<file path="src/rtl/mul_issue_queue_if.sv">
// Handshake bundle between mul_issue_queue and its neighbours: request port,
// MUL issue/capture pins, response port and status.
interface mul_issue_queue_if #(
    parameter int WIDTH = 16,
    parameter int DEPTH = 4
);
    localparam int CW = $clog2(DEPTH) + 1;

    logic                 req_valid;
    logic                 req_ready;
    logic [WIDTH-1:0]     req_a;
    logic [WIDTH-1:0]     req_b;
    logic                 mul_in_valid;
    logic [WIDTH-1:0]     mul_a;
    logic [WIDTH-1:0]     mul_b;
    logic                 mul_out_valid;
    logic [2*WIDTH-1:0]   mul_o;
    logic                 mul_stall;
    logic                 rsp_valid;
    logic                 rsp_ready;
    logic [2*WIDTH-1:0]   rsp_o;
    logic [CW-1:0]        count;
    logic                 err;

    modport slave (
        input  req_valid, req_a, req_b, mul_out_valid, mul_o, mul_stall, rsp_ready,
        output req_ready, mul_in_valid, mul_a, mul_b, rsp_valid, rsp_o, count, err
    );

    modport master (
        output req_valid, req_a, req_b, mul_out_valid, mul_o, mul_stall, rsp_ready,
        input  req_ready, mul_in_valid, mul_a, mul_b, rsp_valid, rsp_o, count, err
    );
endinterface

</file>
<file path="src/rtl/mul_issue_queue.sv">
// Operand FIFO plus issue FSM in front of a shift-and-add multiplier: one
// operation in flight, product returned on a valid/ready port, watchdog on MUL.
module mul_issue_queue #(
    parameter int WIDTH  = 16,
    parameter int DEPTH  = 4,
    parameter int SETTLE = WIDTH + 3
) (
    input  logic             clk,
    input  logic             rst_n,
    mul_issue_queue_if.slave bus
);
    localparam int AW = $clog2(DEPTH);
    localparam int CW = AW + 1;
    localparam int FW = $clog2(SETTLE + 1);
    localparam int WW = $clog2(WIDTH + 6);
    localparam logic [FW-1:0] FLUSH_LAST = FW'(SETTLE - 1);
    localparam logic [WW-1:0] WD_LIMIT   = WW'(WIDTH + 4);

    typedef struct packed {
        logic [WIDTH-1:0] a;
        logic [WIDTH-1:0] b;
    } opnd_t;

    typedef enum logic [2:0] {
        S_FLUSH,
        S_IDLE,
        S_ISSUE,
        S_BUSY,
        S_RESP
    } state_e;

    opnd_t              mem_q [DEPTH];
    logic [AW-1:0]      wr_ptr_q, rd_ptr_q;
    logic [CW-1:0]      count_q, count_d;

    state_e             state_q;
    logic [FW-1:0]      flush_cnt_q;
    logic [WW-1:0]      wd_q;
    logic               in_valid_q;
    logic [WIDTH-1:0]   mul_a_q, mul_b_q;
    logic               rsp_valid_q;
    logic [2*WIDTH-1:0] rsp_q;
    logic               err_q;

    logic               push, pop, mul_quiet;
    opnd_t              head;

    assign mul_quiet     = !bus.mul_out_valid && !bus.mul_stall;
    assign bus.req_ready = (count_q < CW'(DEPTH));
    assign push          = bus.req_valid && bus.req_ready;
    assign pop           = (state_q == S_IDLE) && (count_q != '0) && mul_quiet;
    assign head          = mem_q[rd_ptr_q];

    assign bus.count        = count_q;
    assign bus.mul_in_valid = in_valid_q;
    assign bus.mul_a        = mul_a_q;
    assign bus.mul_b        = mul_b_q;
    assign bus.rsp_valid    = rsp_valid_q;
    assign bus.rsp_o        = rsp_q;
    assign bus.err          = err_q;

    always_comb begin
        count_d = count_q;
        if (push && !pop)
            count_d = count_q + 1'b1;
        else if (pop && !push)
            count_d = count_q - 1'b1;
    end

    // Storage needs no reset: occupancy and pointers alone define validity.
    always_ff @(posedge clk) begin
        if (push)
            mem_q[wr_ptr_q] <= {bus.req_a, bus.req_b};
    end

    always_ff @(posedge clk or negedge rst_n) begin
        if (!rst_n) begin
            wr_ptr_q <= '0;
            rd_ptr_q <= '0;
            count_q  <= '0;
        end else begin
            if (push)
                wr_ptr_q <= wr_ptr_q + 1'b1;
            if (pop)
                rd_ptr_q <= rd_ptr_q + 1'b1;
            count_q <= count_d;
        end
    end

    always_ff @(posedge clk or negedge rst_n) begin
        if (!rst_n) begin
            state_q     <= S_FLUSH;
            flush_cnt_q <= '0;
            wd_q        <= '0;
            in_valid_q  <= 1'b0;
            mul_a_q     <= '0;
            mul_b_q     <= '0;
            rsp_valid_q <= 1'b0;
            rsp_q       <= '0;
            err_q       <= 1'b0;
        end else begin
            case (state_q)
                // MUL may still hold an operation from before reset; wait until
                // it has been quiet long enough to have drained.
                S_FLUSH: begin
                    if (mul_quiet) begin
                        if (flush_cnt_q == FLUSH_LAST) begin
                            flush_cnt_q <= '0;
                            state_q     <= S_IDLE;
                        end else begin
                            flush_cnt_q <= flush_cnt_q + 1'b1;
                        end
                    end else begin
                        flush_cnt_q <= '0;
                    end
                end
                S_IDLE: begin
                    if (pop) begin
                        mul_a_q    <= head.a;
                        mul_b_q    <= head.b;
                        in_valid_q <= 1'b1;
                        state_q    <= S_ISSUE;
                    end
                end
                S_ISSUE: begin
                    if (!bus.mul_stall) begin
                        in_valid_q <= 1'b0;
                        wd_q       <= '0;
                        state_q    <= S_BUSY;
                    end
                end
                S_BUSY: begin
                    if (bus.mul_out_valid) begin
                        rsp_q       <= bus.mul_o;
                        rsp_valid_q <= 1'b1;
                        state_q     <= S_RESP;
                    end else if (!bus.mul_stall) begin
                        if (wd_q == WD_LIMIT) begin
                            err_q       <= 1'b1;
                            flush_cnt_q <= '0;
                            state_q     <= S_FLUSH;
                        end else begin
                            wd_q <= wd_q + 1'b1;
                        end
                    end
                end
                S_RESP: begin
                    if (bus.rsp_ready) begin
                        rsp_valid_q <= 1'b0;
                        state_q     <= S_IDLE;
                    end
                end
                default: state_q <= S_FLUSH;
            endcase
        end
    end
endmodule

</file>
<file path="src/flat_wrapper.sv">
// flat-port wrapper written by rule: the top's interface ports become plain ports
module mul_issue_queue_flat 
#(
    parameter int WIDTH  = 16,
    parameter int DEPTH  = 4,
    parameter int SETTLE = WIDTH + 3
)
  (clk, rst_n, bus_req_valid, bus_req_a, bus_req_b, bus_mul_out_valid, bus_mul_o, bus_mul_stall, bus_rsp_ready, bus_req_ready, bus_mul_in_valid, bus_mul_a, bus_mul_b, bus_rsp_valid, bus_rsp_o, bus_count, bus_err);
  mul_issue_queue_if #(.WIDTH(WIDTH), .DEPTH(DEPTH)) bus_i ();
  input  logic clk;
  input  logic rst_n;
  input wire logic [$bits(bus_i.req_valid)-1:0] bus_req_valid;
  input wire logic [$bits(bus_i.req_a)-1:0] bus_req_a;
  input wire logic [$bits(bus_i.req_b)-1:0] bus_req_b;
  input wire logic [$bits(bus_i.mul_out_valid)-1:0] bus_mul_out_valid;
  input wire logic [$bits(bus_i.mul_o)-1:0] bus_mul_o;
  input wire logic [$bits(bus_i.mul_stall)-1:0] bus_mul_stall;
  input wire logic [$bits(bus_i.rsp_ready)-1:0] bus_rsp_ready;
  output wire logic [$bits(bus_i.req_ready)-1:0] bus_req_ready;
  output wire logic [$bits(bus_i.mul_in_valid)-1:0] bus_mul_in_valid;
  output wire logic [$bits(bus_i.mul_a)-1:0] bus_mul_a;
  output wire logic [$bits(bus_i.mul_b)-1:0] bus_mul_b;
  output wire logic [$bits(bus_i.rsp_valid)-1:0] bus_rsp_valid;
  output wire logic [$bits(bus_i.rsp_o)-1:0] bus_rsp_o;
  output wire logic [$bits(bus_i.count)-1:0] bus_count;
  output wire logic [$bits(bus_i.err)-1:0] bus_err;
  assign bus_i.req_valid = bus_req_valid;
  assign bus_i.req_a = bus_req_a;
  assign bus_i.req_b = bus_req_b;
  assign bus_i.mul_out_valid = bus_mul_out_valid;
  assign bus_i.mul_o = bus_mul_o;
  assign bus_i.mul_stall = bus_mul_stall;
  assign bus_i.rsp_ready = bus_rsp_ready;
  assign bus_req_ready = bus_i.req_ready;
  assign bus_mul_in_valid = bus_i.mul_in_valid;
  assign bus_mul_a = bus_i.mul_a;
  assign bus_mul_b = bus_i.mul_b;
  assign bus_rsp_valid = bus_i.rsp_valid;
  assign bus_rsp_o = bus_i.rsp_o;
  assign bus_count = bus_i.count;
  assign bus_err = bus_i.err;
  mul_issue_queue #(.WIDTH(WIDTH), .DEPTH(DEPTH), .SETTLE(SETTLE)) u_core (.clk(clk), .rst_n(rst_n), .bus(bus_i));
endmodule
</file>
<file path="config.mk">
export PLATFORM = sky130hd
export DESIGN_NAME = mul_issue_queue_flat
export DESIGN_NICKNAME = d
export VERILOG_FILES = /design/src/rtl/mul_issue_queue_if.sv /design/src/rtl/mul_issue_queue.sv /design/src/flat_wrapper.sv
export SDC_FILE = /design/constraint.sdc
export NUM_CORES = 1
export LEC_CHECK = 0
export BUFFER_PORTS_ARGS = -buffer_cell sky130_fd_sc_hd__buf_2
export CAP_MARGIN = 20
export CORE_MARGIN = 2
export CORE_UTILIZATION = 48
export CTS_CLUSTER_DIAMETER = 200
export DETAILED_ROUTE_END_ITERATION = 16
export PLACE_DENSITY = 0.75
export SLEW_MARGIN = 10
export SYNTH_ARGS = -nofsm -noshare
export SYNTH_HDL_FRONTEND = slang
export SYNTH_SLANG_ARGS = --single-unit
export TNS_END_PERCENT = 10
</file>
<file path="constraint.sdc">
create_clock -name clk -period 2.4 [get_ports clk]
set_input_delay 0.12 -clock clk [delete_from_list [all_inputs] [get_ports clk]]
set_output_delay 0.12 -clock clk [all_outputs]
set_load 0.02 [all_outputs]
</file>
* Word level (Yosys, flattened, before mapping)
Memory sizes are Yosys's and may differ from the RTL's. A register that Yosys moved wholly into a read port is not among the register bits.
Cells that the tools add are included.
** Word-level totals
- RAM bits :: 128
- Output and inout port bits :: 71
- Register bits :: 55
- Word-level logic and storage cells :: 94
- Memories kept :: 1
** Operators by class
- Add/subtract/negate cells :: 6
- Reductions and logical operators :: 26
- Multiplexer cells :: 30
- Order comparisons :: 1
- Bitwise logic cells :: 2
- Eq/ne operators :: 18
** Memories
- u_core.mem_q :: depth 4, bits a word 32, read ports 1, clocked after Yosys merged registers in 1, wr ports 1, line mul_issue_queue.sv:32 : opnd_t mem_q [DEPTH];
** Operators by type and width (count)
- 5-bit 2-to-1 mux :: 9
- 3-bit 2-to-1 mux :: 10
- 5-bit one-hot mux with 2 select lines :: 2
- 3-bit one-hot mux with 5 select lines :: 1
- 2-bit != test (second input constant) :: 6
- 5-bit by 1-bit adder with 5-bit output (second input constant) :: 2
- 5-bit == test (second input constant) :: 2
- 2-bit nonzero test :: 5
- 2-bit by 1-bit != test with 1-bit output (second input constant) :: 4
- 4-bit AND reduction :: 2
- 7-bit AND reduction :: 1
- 3-bit by 2-bit == test with 1-bit output (second input constant) :: 2
- 1-bit logical AND :: 6
- 1-bit 2-to-1 mux :: 6
- 3-bit AND reduction :: 2
- 1-bit logical NOT :: 5
- 5-bit AND reduction :: 1
- 2-bit by 1-bit adder with 2-bit output (second input constant) :: 2
- 1-bit one-hot mux with 2 select lines :: 2
- 2-bit AND reduction :: 2
- 3-bit by 1-bit adder with 3-bit output (second input constant) :: 1
- 3-bit by 1-bit == test with 1-bit output (second input constant) :: 1
- 3-bit == test (second input constant) :: 1
- 3-bit logical NOT :: 1
- other kinds (6) :: 7

* Logic depth before layout (Yosys ltp)
Gate-level depths: netlist of the first run.
- Word-level depth :: 6
- Depth in mapped cells :: 11
- Depth with buffers taken out :: 9

* Least setup slack after synthesis of the first run
OpenSTA, ideal clock, no wires.
- Kind :: flip-flop to flip-flop
- From :: register u_core.state_q[1]
- To :: register u_core.count_q[1] (netlist: u_core.bus.count[1])
- Data arrival time :: 2.300 ns
- Stages on the path, launching flop included :: 9
- Setup slack :: -0.025 ns
- Clock period less this slack :: 2.425 ns
- Data required time :: 2.275 ns
- Library setup time :: 0.125 ns
- Cell sequence :: dfrtp_1 > or3_4 > nor4_4 > buf_6 > inv_1 > ha_1 > inv_1 > fa_1 > mux2_2
** On the way
- Word-level cells in the longest chain between the ends :: 6
- Elaborated cells between the ends (all ways) :: 8
- Classes of those cells :: eq/ne: 1; mux: 1; reduce/logical: 6
** RTL lines
- from (decl) :: line mul_issue_queue.sv:36 : state_e state_q;
- from (signal assigned) :: line mul_issue_queue.sv:92 : state_q <= S_FLUSH;
- from (signal assigned) :: line mul_issue_queue.sv:109 : state_q <= S_IDLE;
- from (signal assigned) :: line mul_issue_queue.sv:122 : state_q <= S_ISSUE;
- 3-bit by 1-bit == test with 1-bit output :: line mul_issue_queue.sv:51 : assign pop = (state_q == S_IDLE) && (count_q != '0) && mul_quiet;
- 1-bit logical AND (2 in series) :: line mul_issue_queue.sv:51
- 1-bit logical NOT :: line mul_issue_queue.sv:64 : if (push && !pop)
- 1-bit logical AND :: line mul_issue_queue.sv:64
- 3-bit 2-to-1 mux :: line mul_issue_queue.sv:64
- net u_core.count_d[1] :: line mul_issue_queue.sv:34 : logic [CW-1:0] count_q, count_d;
- to (signal assigned) :: line mul_issue_queue.sv:86 : count_q <= count_d;
- to (decl) :: line mul_issue_queue.sv:34
The timed path passes the listed nets, and every way through them passes these cells.
A chain may end at the register's enable or synchronous reset.

* Worst setup path in the final report of the first run
Ends and elaborated chain as after synthesis.

==> results.md, run 1 <==
- In this design, the stage delay of the slowest critical-path cell is just over 0.4 ns.
- The minimum setup slack among reg-to-reg paths is 0.28 ns.
- In the final timing run, aggregate negative setup slack is 0 ns.
- The final-report hold violation count came to 0.
- The count of buffers from port buffering is between 100 and 150.
- The total grt overflow is 0.
- In the final layout, the share of cells above drive strength 1 is around 45%.
- The worst clock skew is 0.0208 ns.
- After synthesis the netlist holds a flip-flop and latch count of roughly 220.
- The worst hold path passes through 3 cells.
- In the synthesized netlist, the number of instances is between 400 and 500.
- Of all cell types, the one taking the most synthesized area is sky130_fd_sc_hd__edfxtp_1.
- The CTS sink count is 215.
- The core region area is 17100 sq um.
- The post-CTS clock slew at the launch and capture registers of the worst setup and hold paths is about 0.060 ns.
- The run finished with clean final reports.
- No sink is reached through more buffers than the 3 on the longest clock path.
- In this run the remaining antenna-violating nets after routing total 0.
- For this run, the leading register cell type out of synthesis is sky130_fd_sc_hd__edfxtp_1.
- The total number of vias is between 4k and 5k.
- The unique cell type count in the Yosys netlist is 47.
- The width of the chip is 136 microns.
- The pin count of the biggest net entering global routing is 37.
- The clock latency on the worst-skew pair is ~0.52 ns.
- The weighted congestion reported at the end of routability-driven placement is roughly 0.85.
- The max-slew violation count is 0.
- At the pin with the least slew margin, the transition time is between 0.5 and 0.6 ns.
- The antenna cell count is 0.
- Data on the critical path arrives at its endpoint at 2.51 ns.
- CTS built an H-tree with a depth of 1.
- The time the final worst path needs with I/O delays and setup is 2.12 ns.
- Yosys printed 0 warnings.
- In this run the critical register-to-register path is captured at u_core.bus.count[1].
- The critical path runs through a total of 7 cells.
- The power density over the cells is around 1200 nW/um^2.
- After the first detailed-routing iteration, the DRC count stood at 204.
- Ranked by total cell area, the synthesized netlist is headed by sky130_fd_sc_hd__edfxtp_1, sky130_fd_sc_hd__dfrtp_1, sky130_fd_sc_hd__mux2_2.
- The vertical die dimension is 136 microns.
- The async set or reset register ratio after synthesis is 40.5%.
- The nature of the critical path startpoint is a flop.
- The number of nets handed over by synthesis was around 520.
- about 140 I/O pins were placed.
- The routed design has about 17000 microns of wire.
- Before antenna repair, the detailed router went through 4 iterations.
- The beginning of the worst register-to-register path is u_core.state_q[1].
- The worst setup path is captured at a flop.
- Derived from the worst setup path, the maximum achievable clock frequency is between 400 and 500 MHz.
- The cell family contributing the most delay on the critical path is simple AND/OR/NAND/NOR gates.
- The peak fanout along the critical path is 2.
- The number of buffers added for setup after CTS is 0.
- TritonCTS built the clock tree.
- The most frequent cell after synthesis is sky130_fd_sc_hd__edfxtp_1.
- Setup repair after global routing left no endpoint under its margin.
- Across the VDD grid, the largest voltage drop is slightly below 0.0009 V.
- After detailed routing, the average wire length per cell comes to 18.5 microns.
- The critical path class is reg -> reg.
- The fraction of the core area covered by cells at the end of the flow is between 60% and 70%.
- The average cell area after synthesis is ~19 sq um.
- The global-route usage over all layers is between 10% and 20%.
- The count of nets after finishing is approximately 750.
- The number of instances resized during post-cts repair is 0.
- The headroom to the max-slew limit is 65.0%.
- The full die area is 18500 sq um.
- The via count of the first global-routing pass is roughly 5.2k.
- The count of buffering cells on the critical path with inverters included is 2.
- The path type of the worst min-delay path is in -> reg.
- The critical path goes through or3_4 -> nor4_4 -> inv_4 -> ha_4 -> inv_2 -> fa_1 -> mux2_2.
- The number of clock buffers added by TritonCTS is 23.
- The leakage power total is approximately 4.4 nW.
- The top cell type by area accounts for 46.1% of the synthesized area.
- Yosys mapped a number of flops with a built-in enable equal to roughly 130.
- The first global-routing pass estimated 26800 microns of wire.
- The end of the worst hold path is u_core.bus.rsp_valid.
- The slowest cell on the critical path is sky130_fd_sc_hd__fa_1.
- The final clock period utilization by the worst path is 88.3%.
- The placed instances occupy a cell area of between 9000 and 10000 sq um.
- For the worst setup path, the data required time is around 2.8 ns.
- Clock tree synthesis selected as its root buffer the cell sky130_fd_sc_hd__clkbuf_16.
- The detailed-placement wirelength estimate is approximately 10000 microns.
- The total of max-cap violations is 0.
- The area growth from synthesis to layout is 29.8%.
- The via-per-instance ratio is between 5 and 6.
- The post-layout instance area is approximately 11000 sq um.
- After floorplanning, the core was divided into 48 placement rows.
- The startpoint of the worst hold path is bus_mul_out_valid.
- For this configuration, the core starts out at a cell density of approximately half.
- The initial antenna violation count is 0.
- The DRC violations left is 0.
- After synthesis, flip-flops and latches occupy 72.2% of the total area.
- Counting cells, the worst reg-to-reg path comes to 7.
- In the synthesized netlist, the cells that appear most often are sky130_fd_sc_hd__edfxtp_1, sky130_fd_sc_hd__dfrtp_1, sky130_fd_sc_hd__mux2_2, sky130_fd_sc_hd__mux4_2, sky130_fd_sc_hd__inv_1.
- The netlist area before placement is 8340 sq um.
- Setup violations remaining at the end of the flow were counted as 0.
==> registers in the layout, indices dropped and copies added, names as in the netlist, 2 cells and up <==
register	count
u_core.mem_q	128
u_core.bus.rsp_o	32
u_core.bus.mul_a	16
u_core.bus.mul_b	16
u_core.flush_cnt_q	5
u_core.wd_q	5
u_core.bus.count	3
u_core.state_q	3
u_core.rd_ptr_q	2
u_core.wr_ptr_q	2
==> cells in the final DEF, fill, tap and decap left out, drive strengths merged, types with 2 or more instances in the layout <==
master / count
o21ai: 7
inv: 16
nand4b: 2
or2: 2
and3: 2
nor2: 9
o31ai: 2
mux2: 66
a31o: 2
dfrtp: 87
and2: 4
mux4: 32
dlygate4sd3: 66
clkbuf: 29
nand3b: 4
clkinvlp: 2
nor4: 3
buf: 157
nand3: 3
edfxtp: 128
nor2b: 2
a21oi: 10
xor2: 2
or3: 2
clkinv: 7
nand2: 10
xnor2: 4
nor3: 2
nand4: 2
ha: 9
==> cell type report <==
type / count / area [sq um]
Fill cell: 1213 / 6280
Sequential cell: 215 / 6020
Multi-Input combinational cell: 195 / 2170
Timing Repair Buffer: 223 / 1550
Clock buffer: 29 / 638
Tap cell: 225 / 282
Clock inverter: 13 / 115
Inverter: 13 / 51.3
==> worst register-to-register path: cells and delay by family (launching register included) <==
kind                     cells  cell delay [ns]
AND/OR/NAND/NOR              2             0.68
buffers and inverters        2             0.11
adder cells (fa/ha/maj)      2             0.58
multiplexers                 1             0.27
flip-flops                   1             0.38
==> through the flow <==
step	setup slack (ns)	power, W	instances	hold WS (ns)
after floorplan	-0.00579	0.00794	444	-0.176
after global placement	0.307	0.00913	805	0.108
after detailed placement	0.259	0.00932	805	0.123
after CTS	0.245	0.0129	913	0.0228
after global routing	0.170	0.0134	913	0.0667
final	0.281	0.0127	913	0.0448
==> per-layer routing <==
metal,up-vias,wire [microns],track usage [%]
li1,2175,-,-
met1,2383,6870,23.1
met2,170,8510,33.9
met3,20,1280,4.66
met4,0,236,3.88
met5,-,0,0
==> cell families (layout without fill, tap and decap cells) <==
family          after synthesis  in the layout  synth area share [%]
xor+xnor                      6              6                 0.630
compound gates               30             30                  2.31
fa+ha+maj                    10             10                  1.59
flops                       215            215                  72.2
mux                          99             99                  17.7
simple gates                 50             50                  3.60
buf+inv                      34            278                  2.04
==> what timing repair did <==
item	4_1_cts	5_1_grt
hold buffers	66	0
endpoints found under the hold margin	192	0
setup endpoints to repair	0	0
==> where the power goes <==
part | internal [W] | leakage [nW] | switching (W)
Combinational | 0.00181 | 1.74 | 0.00210
Sequential | 0.00489 | 2.25 | 0.000493
Clock | 0.00201 | 0.375 | 0.00141
==> worst max-delay path by stage <==
| stage | end | slack, ns | start |
|---|---|---|---|
| 2_1_floorplan | u_core.bus.count[1] | -0.006 | u_core.state_q[1] |
| 3_3_place_gp | u_core.bus.mul_a[5] | 0.31 | u_core.state_q[1] |
| 3_5_place_dp | u_core.bus.count[1] | 0.26 | u_core.state_q[1] |
| 4_1_cts | u_core.bus.count[1] | 0.24 | u_core.state_q[1] |
| 5_1_grt | u_core.bus.count[1] | 0.17 | u_core.state_q[0] |
| 6_report | u_core.bus.count[1] | 0.28 | u_core.state_q[1] |
No activity file was read; power rests on OpenSTA's default activity.
==> run 2, diff against run 1 <==
==> constraint.sdc (replaced) <==
create_clock -name clk -period 2.4 [get_ports clk]
set_input_delay 0.24 -clock clk [delete_from_list [all_inputs] [get_ports clk]]
set_output_delay 0.24 -clock clk [all_outputs]
set_load 0.02 [all_outputs]
==> run 2 against run 1 <==
  * Die area unchanged
  * Design area fell by 0.70%
  * Count of clock-buffer cells in the layout decreased by 1
  * Critical path type unchanged
  * Utilization fell by 0.45 points
  * Wire length down 0.31%
  * Clock skew fell by 0.013 ns
  * First-iteration DRC count is 42% higher
==> results.md, run 2 (synthesized netlist as in run 1, its figures left out) <==
- Along the worst path, the maximum fanout reaches 10.
- The post-CTS clock slew at the launch and capture registers of the worst setup and hold paths is ~0.06 ns.
- The detail route stage leaves a number of antenna-violating nets equal to 0.
- The number of buffers added for setup after CTS is 0.
- In the layout the commonest cells are sky130_fd_sc_hd__buf_2, sky130_fd_sc_hd__edfxtp_1, sky130_fd_sc_hd__dfrtp_1.
- The worst setup path is captured at a flop.
- The power density over the cells is about 1200 nW/um^2.
- Wires add up to roughly 17000 microns.
- The total number of vias is between 4k and 5k.
- The TritonCTS buffer count is 23.
- The clock reaches the later pin of the worst-skew pair after about 0.5 ns.
- The TritonCTS clock tree is yes.
- The post-placement setup slack is around 0.25 ns.
- The count of nets after finishing is ~750.
- The run finished with clean final reports.
- The full die area is between 15000 and 20000 sq um.
- The total negative slack for setup checks is 0 ns.
- The cell area reported after detailed placement is between 9000 and 10000 sq um.
- The final-report hold violation count is 0.
- The time the final worst path needs with I/O delays and setup is approximately 2.1 ns.
- The kind of cell with the highest combined delay on the critical path is adder cells.
- In the routed layout, each cell is associated on average with a via count of around 5.3.
- The most common cell type on the critical path is sky130_fd_sc_hd__inv_1.
- The pin slew with the least headroom to its limit is 0.701 ns.
- The number of H-tree levels is 1.
- The number of flip-flops under the largest register name is around 130.
- The highest attainable clock frequency is 468 MHz.
- In this run, placement finished with an instance count of between 800 and 900.
- For this design the top-level I/O count stands at approximately 140.
- The first global-routing pass estimated 26800 microns of wire.
- For this run the aggregate overflow at the end of global routing stands at 0.
- The CTS sink count is between 200 and 250.
- The delay of the slowest cell on the worst path is slightly below 0.5 ns.
- Setup violations remaining at the end of the flow were counted as 0.
- After the first detailed-routing iteration, the DRC count stood at 289.
- The final routed wire length divided by cell count is roughly 18 microns.
- The global-route usage over all layers is a little under a fifth.
- The register with the highest flop count is u_core.mem_q.
- The final worst hold slack is roughly 0.18 ns.
- The weighted congestion reported at the end of routability-driven placement is approximately 0.82.
- The worst clock skew is just over 0.008 ns.
- Walking the worst path, the cells encountered are inv_1 -> nor4_4 -> inv_1 -> ha_1 -> inv_1 -> fa_1 -> mux2_2.
- In this run the clock root is driven by a sky130_fd_sc_hd__clkbuf_16.
- The nature of the critical path startpoint is a flop.
- For this configuration, the core starts out at a cell density of between 40% and 50%.
- Leaving out fill and tap cells, the most frequent cell in the layout is sky130_fd_sc_hd__buf_2.
- The core region area is about 17000 sq um.
- During placement, the flow inserted port buffers numbering between 100 and 150.
- The number of non-filler instances in the completed layout is slightly above 900.
- The total of max-cap violations is 0.
- The antenna cell count is 0.
- The slowest cell on the critical path is sky130_fd_sc_hd__dfrtp_1.
- The post-layout instance area is between 10000 and 15000 sq um.
- The first TritonRoute pass finished after 7 iterations.
- For this design the static power due to leakage is ~4.3 nW.
- The headroom to the max-slew limit is a little over half.
- In this run the core area contains between 40 and 50 standard-cell rows.
- The critical path data arrival time is about 2.5 ns.
- No sink is reached through more buffers than the 3 on the longest clock path.
- Across the VDD grid, the largest voltage drop is 0.000817 V.
- The max-slew violation count is 0.
- From bottom edge to top edge, the die measures 136 microns.
- The initial antenna violation count came to 0.
- From left edge to right edge, the die measures 136 microns.
- The critical path is of the reg -> reg type.
- Entering global routing, the biggest net connects 50 pins.
- Setup slack closes at around 0.26 ns.
- The detailed-placement wirelength estimate is ~10000 microns.
- Setup repair after global routing left no endpoint under its margin.
- The area growth from synthesis to layout is 28.9%.
- The DRC violations left is 0.
- The path type of the worst min-delay path is in -> reg.
- Data on the critical path is required at its endpoint by 2.79 ns.
- The via count of the first global-routing pass came to a little over 5k.
- The count of buffering cells on the critical path with inverters included is 3.
- The final clock period utilization by the worst path is 89.1%.
- The share of final-layout standard cells stronger than drive strength 1 is between 40 and 50%.
-- run 2: changes by cell type in the layout (fill, tap and decap cells not counted), moves of 2 or more --
cell | previous run | this run
sky130_fd_sc_hd__inv_4 | 2 | 0
sky130_fd_sc_hd__inv_1 | 11 | 13
sky130_fd_sc_hd__clkinv_1 | 0 | 5
sky130_fd_sc_hd__clkinv_2 | 7 | 5
sky130_fd_sc_hd__clkbuf_1 | 2 | 5
sky130_fd_sc_hd__clkbuf_8 | 4 | 0
-- run 2: area by class of cell --
class                           instances  area, sq um
Fill cell                            1189         6360
Sequential cell                       215         6020
Multi-Input combinational cell        195         2160
Timing Repair Buffer                  223         1540
Clock buffer                           28          594
Tap cell                              225          282
Clock inverter                         14          110
Inverter                               13         48.8
-- run 2: what timing repair did --
| item | 4_1_cts | 5_1_grt |
|---|---|---|
| hold buffers | 66 | 0 |
| gates resized for setup | 0 | 0 |
| endpoints found under the hold margin | 208 | 0 |
-- run 2: per-stage QoR --
| stage | utilization [%] | power, W |
|---|---|---|
| finish | 62.8 | 0.0126 |
| global route | 62.8 | 0.0132 |
| CTS | 62.8 | 0.0127 |
| detailed placement | 54.9 | 0.00931 |
| global placement | 54.9 | 0.00914 |
| floorplan | - | 0.00793 |
-- run 2: worst paths after layout --
check                                    startpoint                    to  slack (ns)  cells past startpoint
worst max-delay path              u_core.state_q[0]   u_core.bus.count[1]        0.26                      7
worst min-delay path              bus_mul_out_valid  u_core.bus.rsp_valid        0.18                      3
worst max register to register    u_core.state_q[0]   u_core.bus.count[1]        0.26                      7
worst min register to register  u_core.bus.rsp_o[3]   u_core.bus.rsp_o[3]        0.50                      1
max in group asynchronous                     rst_n   u_core.bus.mul_b[0]        1.39                      3
min in group asynchronous                     rst_n        u_core.wd_q[3]        0.34                      2
-- run 2: power by group --
part / internal [W] / switching (W)
Clock: 0.00189 / 0.00138
Sequential: 0.00489 / 0.000559
Combinational: 0.00180 / 0.00204
-- run 2: per-layer routing --
layer	GRT usage (%)	wire length, microns	vias up
li1	-	-	2169
met1	23.1	6600	2389
met2	33.4	8480	202
met3	4.51	1380	34
met4	4.34	391	0
met5	0	0	-
-- run 2: tightest hold or removal path: stages --
cell,delay (ns)
sky130_fd_sc_hd__buf_2,0.16
sky130_fd_sc_hd__a31oi_1,0.18
sky130_fd_sc_hd__nor2_1,0.06
